## src/rtl/door_timer.sv

```systemverilog
// Elevator door-open countdown: OPEN_S.0 s down to 0.0 s in 100 ms ticks,
// with BCD and active-low 7-segment readouts and a one-cycle done pulse.
module door_timer #(
  parameter int TICK_DIV = 5_000_000,
  parameter int OPEN_S   = 5
) (
  input  logic       clk,
  input  logic       sysclr,
  input  logic       start,
  input  logic       hold,
  input  logic       cancel,
  output logic       busy,
  output logic       done,
  output logic [3:0] sec_bcd,
  output logic [3:0] tenth_bcd,
  output logic [6:0] seg_s,
  output logic [6:0] seg_100ms
);

  localparam int               PRE_W    = $clog2(TICK_DIV);
  localparam logic [PRE_W-1:0] PRE_LAST = PRE_W'(TICK_DIV - 1);
  localparam logic [3:0]       OPEN_BCD = 4'(OPEN_S);
  localparam logic [6:0]       SEG_BLANK = 7'h7F;

  typedef enum logic [1:0] {
    S_IDLE,
    S_RUN,
    S_PAUSE
  } state_t;

  state_t           state;
  logic [PRE_W-1:0] pre;

  // NOTE: all state uses non-blocking assignments so every register samples
  // the pre-edge values of the others, regardless of statement order.
  always_ff @(posedge clk or posedge sysclr) begin
    if (sysclr) begin
      state     <= S_IDLE;
      pre       <= '0;
      sec_bcd   <= 4'd0;
      tenth_bcd <= 4'd0;
      done      <= 1'b0;
    end else begin
      done <= 1'b0;
      if (cancel) begin
        state     <= S_IDLE;
        pre       <= '0;
        sec_bcd   <= 4'd0;
        tenth_bcd <= 4'd0;
      end else if (start) begin
        state     <= hold ? S_PAUSE : S_RUN;
        pre       <= '0;
        sec_bcd   <= OPEN_BCD;
        tenth_bcd <= 4'd0;
      end else if (state != S_IDLE) begin
        if (hold) begin
          state <= S_PAUSE;
        end else begin
          // Leaving PAUSE counts on the same edge, so each PAUSE cycle costs
          // exactly one cycle of delay.
          state <= S_RUN;
          if (pre == PRE_LAST) begin
            pre <= '0;
            if (tenth_bcd != 4'd0) begin
              tenth_bcd <= tenth_bcd - 4'd1;
            end else begin
              tenth_bcd <= 4'd9;
              sec_bcd   <= sec_bcd - 4'd1;
            end
            if (sec_bcd == 4'd0 && tenth_bcd == 4'd1) begin
              state <= S_IDLE;
              done  <= 1'b1;
            end
          end else begin
            pre <= pre + PRE_W'(1);
          end
        end
      end
    end
  end

  function automatic logic [6:0] seg7(input logic [3:0] d);
    case (d)
      4'd0:    seg7 = 7'h40;
      4'd1:    seg7 = 7'h79;
      4'd2:    seg7 = 7'h24;
      4'd3:    seg7 = 7'h30;
      4'd4:    seg7 = 7'h19;
      4'd5:    seg7 = 7'h12;
      4'd6:    seg7 = 7'h02;
      4'd7:    seg7 = 7'h78;
      4'd8:    seg7 = 7'h00;
      4'd9:    seg7 = 7'h10;
      default: seg7 = SEG_BLANK;
    endcase
  endfunction

  always_comb begin
    busy      = (state != S_IDLE);
    seg_s     = busy ? seg7(sec_bcd)   : SEG_BLANK;
    seg_100ms = busy ? seg7(tenth_bcd) : SEG_BLANK;
  end

endmodule

```

## config.mk

```make
export PLATFORM = sky130hd
export DESIGN_NAME = door_timer
export DESIGN_NICKNAME = d
export VERILOG_FILES = /design/src/rtl/door_timer.sv
export SDC_FILE = /design/constraint.sdc
export NUM_CORES = 1
export LEC_CHECK = 0
export CAP_MARGIN = 10
export CORE_MARGIN = 2
export CORE_UTILIZATION = 60
export DETAILED_ROUTE_END_ITERATION = 16
export PLACE_DENSITY = 0.88
export REMOVE_ABC_BUFFERS = 1
export SKIP_CTS_REPAIR_TIMING = 1
export SLEW_MARGIN = 20
export SYNTH_ARGS = -nofsm -noshare
export SYNTH_HDL_FRONTEND = slang
export SYNTH_SLANG_ARGS = --single-unit
```

## constraint.sdc

```tcl
create_clock -name clk -period 3.1 [get_ports clk]
set_input_delay 0.31 -clock clk [delete_from_list [all_inputs] [get_ports clk]]
set_output_delay 0.31 -clock clk [all_outputs]
set_load 0.05 [all_outputs]
```

== Yosys cells after proc, flatten, opt, wreduce, memory -nomap -nowiden ==
Memories as Yosys holds them, arrays and structs flattened.
Cells that the tools add are included.
Operators by class
  eq/ne operators: 4
  $add $sub $neg: 3
  reductions and logical operators: 9
  multiplexer cells: 32
Operators with widths (count)
  two-way mux 23 bit: 5
  two-way mux 4 bit: 12
  adder 23 x 1 -> 23 bit, second input constant: 1
  equality test 23 bit, second input constant: 1
  two-way mux 7 bit: 2
  two-way mux 2 bit: 5
  two-way mux 1 bit: 8
  subtractor 4 x 1 -> 4 bit, second input constant: 2
  nonzero test 3 bit: 2
  equality test 4 x 1 -> 1 bit, second input constant: 1
  logical NOT 4 bit: 1
  AND reduction 4 bit: 1
  nonzero test 4 bit: 1
  inequality test 3 x 2 -> 1 bit, second input constant: 1
  inequality test 3 bit, second input constant: 1
  AND reduction 3 bit: 1
  AND reduction 2 bit: 1
  nonzero test 2 bit: 1
  logical AND 1 bit: 1
Storage, ports and cells
  input port bits: 5
  memories: 2
  memory bits (read-only): 224
  word-level logic and storage cells: 55
  output and inout port bits: 24
  flip-flop bits (word level): 34
Memories
  (name not given): depth 16, width 7, read ports 1, clocked after memory_dff 0, write ports 0, line 83  | case (d)
  (name not given): depth 16, width 7, read ports 1, clocked after memory_dff 0, write ports 0, line 83

== Longest topological paths before layout ==
  word-level depth: 8
  gate-level depth with buffers: 7
  depth with buffers taken out: 6

== Least setup slack after synthesis ==
No wires, ideal clock.
  kind: register -> output
  start: register sec_bcd[0]
  end: output seg_s[3]
  arrival time: 2.399 ns
  cell stages (with the launch flop): 6
  setup slack: 0.391 ns
  cell sequence: dfrtp_1 -> inv_1 -> ha_1 -> nand2_1 -> nor2_1 -> o21ai_0
Between the ends
  word-level cells in the longest chain between the ends: 2
RTL lines
  from (decl): line 14  | output logic [3:0] sec_bcd,
  from (signal assigned): line 68  | sec_bcd <= sec_bcd - 4'd1;
  memory read (16 x 7 bit)
  two-way mux 7 bit: line 100  | seg_s = busy ? seg7(sec_bcd) : SEG_BLANK;
  to (decl): line 16  | output logic [6:0] seg_s,
No other way between the ends.

== Worst setup path in the final report ==
  start: register tenth_bcd[0]
  end: output seg_100ms[4]
Between the ends
  word-level cells in the longest chain between the ends: 2
RTL lines
  from (decl): line 15  | output logic [3:0] tenth_bcd,
  from (signal assigned): line 65  | tenth_bcd <= tenth_bcd - 4'd1;
  memory read (16 x 7 bit)
  two-way mux 7 bit: line 101  | seg_100ms = busy ? seg7(tenth_bcd) : SEG_BLANK;
  to (decl): line 17  | output logic [6:0] seg_100ms
No other way between the ends.

==> impl_metrics.csv <==
group,metric,value,unit
synth,synth.top_cell.area_share,36.62,%
clocking,clkTransAtPathRegs,0.07,ns
synth,synth_ff_type,"dfrtp_1",
grt,grt_max_degree,35,
synth,yosysUniqueCellTypes,49,
floorplan,die-area,4386,um2
finish,area_delta_synth_final,16.75,%
synth,yosysMostFrequentCell,"dfrtp_1",
setup_path,reg2reg_depth,5,
routing,drtPass1Iterations,4,
routing,wl,5258,um
synth,synthesis.instances,279,
clocking,cts_tree,"done",
timing,fin_setup_tns,0,ns
synth,synth_common_cells,"dfrtp_1, a21oi_1, o21ai_0",
clocking,cts.sinks,34,
timing,fin_crit_sh,86.43,%
routing,vias,2179,
placement,dp_hpwl,3789,um
synth,synth.yosys.warnings,0,
clocking,h-tree-depth,2,
floorplan,rows,22,
routing,ant_nets,0,
timing,rsz0062_at_grt,"no",
setup_path,worstSetupEndpointType,"primary output",
floorplan,die_h,66.23,um
timing,finalSetupViolCount,0,
clocking,clock_latency,0.28,ns
floorplan,die_w,66.23,um
synth,synth_top_cell_by_area,"dfrtp_1",
placement,io_buffers,28,
synth,synth.ff_latch_count,34,
finish,n_fill_cell,302,
job,max-cap-violations,0,
pwr,p_leak,1.017,nW
setup_path,setup.worst_path.class,"register to primary output",
setup_path,worstReg2RegStart,"pre[6]",
grt,grt_pass1_vias,2026,
setup_path,worstReg2RegEnd,"pre[20]",
timing,tightest_slew,0.7262,ns
grt,grt_pass1_wl,9039,um
floorplan,initial_core_util,62.99,%
floorplan,ios,29,
grt,grtUsageTotal,26.47,%
finish,drive_gt1_share,8.278,%
routing,drc,0,
setup_path,regToRegSetupSlack,0.90,ns
timing,period_minus_slack,2.679,ns
timing,hold_violations,0,
synth,avgSynthCellArea,8.328,um2
synth,netlist_area,2323,um2
setup_path,cp.arrival,2.37,ns
timing,slew_headroom,51.58,%
timing,max_freq,373.2,MHz
routing,wl_per_cell,15.02,um
timing,finalMaxSlewViolations,0,
min_path,hold_class,"primary input to async pin",
pwr,vdd_drop_max,0.3281,mV
placement,gp_congestion,0.8874,
run_status,status,"complete, no violations",
synth,synth_edf_count,0,
setup_path,start_kind,"register",
pwr,power_density,351.8,nW/um2
finish,nets,318,
clocking,clockBufferDepth,2,
setup_path,worstPathRequired,2.79,ns
clocking,cts_buffers,5,
grt,grt_overflow,0,
clocking,root_buffer,"clkbuf_8",
synth,synth.area.top_cells,"dfrtp_1, a21oi_1, ha_1",
routing,vias_per_cell,6.226,
timing,hold_ws,0.4164,ns
synth,async_reset_ff_share,100.0,%
finish,num_antenna_cells,0,
synth,ys_seq_area_share,36.62,%
setup_path,path_max_fanout,8,
routing,drt_iter0_drc,105,
floorplan,core_area,3689,um2
timing,skew,0.008313,ns
grt,antenna_found_initial,0,
-- per-stage QoR --
step                      power, mW  worst slack (ns)  area [um2]  cells  util, %
final                        0.9543            0.4208        2713    350    73.54
after CTS                    0.9618            0.4107        2713    350    73.54
after detailed placement     0.6314            0.6350        2621    342    71.07
after floorplan              0.5746            0.3664        2258    263        -
after global routing         0.9929            0.2705        2713    350    73.54
after global placement       0.6287            0.6788        2621    342    71.07
-- cells in the final DEF (no fill, tap or decap), types with 4 or more instances in the layout --
cell type,n
or4_1,11
o31ai_1,8
a21oi_1,30
nor2_1,20
inv_1,13
ha_1,12
dfrtp_1,34
nand2_1,21
nand4_1,4
nand3_1,11
nor4_1,4
nand2b_1,6
clkbuf_8,6
or2_2,4
o21ai_0,24
or3_1,8
clkdlybuf4s50_1,28
nor3b_1,4
nor3_1,7
-- cell families (layout without fill, tap and decap cells) --
family | count (synthesis) | count (layout) | share of synthesized area (%)
DFF | 34 | 34 | 36.62
AOI/OAI and AO/OA | 87 | 87 | 23.32
adders and majority gates | 12 | 12 | 6.462
xor gates and xnor gates | 3 | 3 | 1.131
buffers and inverters | 29 | 52 | 4.900
muxes | 1 | 1 | 0.4308
and+or+nand+nor | 113 | 113 | 27.14
-- per-layer routing --
layer | track usage (%) | vias up | routed length [um]
li1 | - | 1078 | -
met1 | 32.78 | 1029 | 2298
met2 | 46.00 | 64 | 2663
met3 | 4.940 | 8 | 213
met4 | 9.184 | 0 | 82
met5 | 0 | - | 0
-- worst max-delay path, stage by stage, from the launching register on --
cell	delay [ns]
dfrtp_1	0.47
inv_1	0.12
ha_1	0.29
ha_1	0.21
nand2_1	0.06
o21ai_0	0.07
nand2_1	0.08
clkdlybuf4s50_1	0.79
-- worst max-delay path by stage --
stage | startpoint | endpoint | slack, ns | cells after the start
3_5_place_dp | start | sec_bcd[0] | 0.63 | 6
6_report | tenth_bcd[0] | seg_100ms[4] | 0.42 | 7
2_1_floorplan | sec_bcd[0] | seg_s[3] | 0.37 | 5
3_3_place_gp | start | sec_bcd[0] | 0.68 | 6
4_1_cts | tenth_bcd[0] | seg_100ms[4] | 0.41 | 7
5_1_grt | tenth_bcd[1] | seg_100ms[0] | 0.27 | 6
-- registers in the layout, summed over array words and instances (netlist names) --
name,flops
done,1
pre,23
sec_bcd,4
state,2
tenth_bcd,4
-- layout make-up --
class | instances | area (um2) | area share (%)
Clock buffer | 7 | 86.33 | 3.183
Timing Repair Buffer | 31 | 302.8 | 11.16
Multi-Input combinational cell | 216 | 1359 | 50.09
Tap cell | 48 | 60.06 | 2.214
Sequential cell | 34 | 850.8 | 31.37
Clock inverter | 1 | 5.005 | 0.1845
Inverter | 13 | 48.80 | 1.799
-- report_power, final --
| part | total, mW | internal [mW] | switching (mW) |
|---|---|---|---|
| clock | 0.332 | 0.179 | 0.153 |
| combinational | 0.166 | 0.0522 | 0.114 |
| sequential | 0.456 | 0.448 | 0.00769 |
Note: power is estimated with default switching activity, not from simulation.
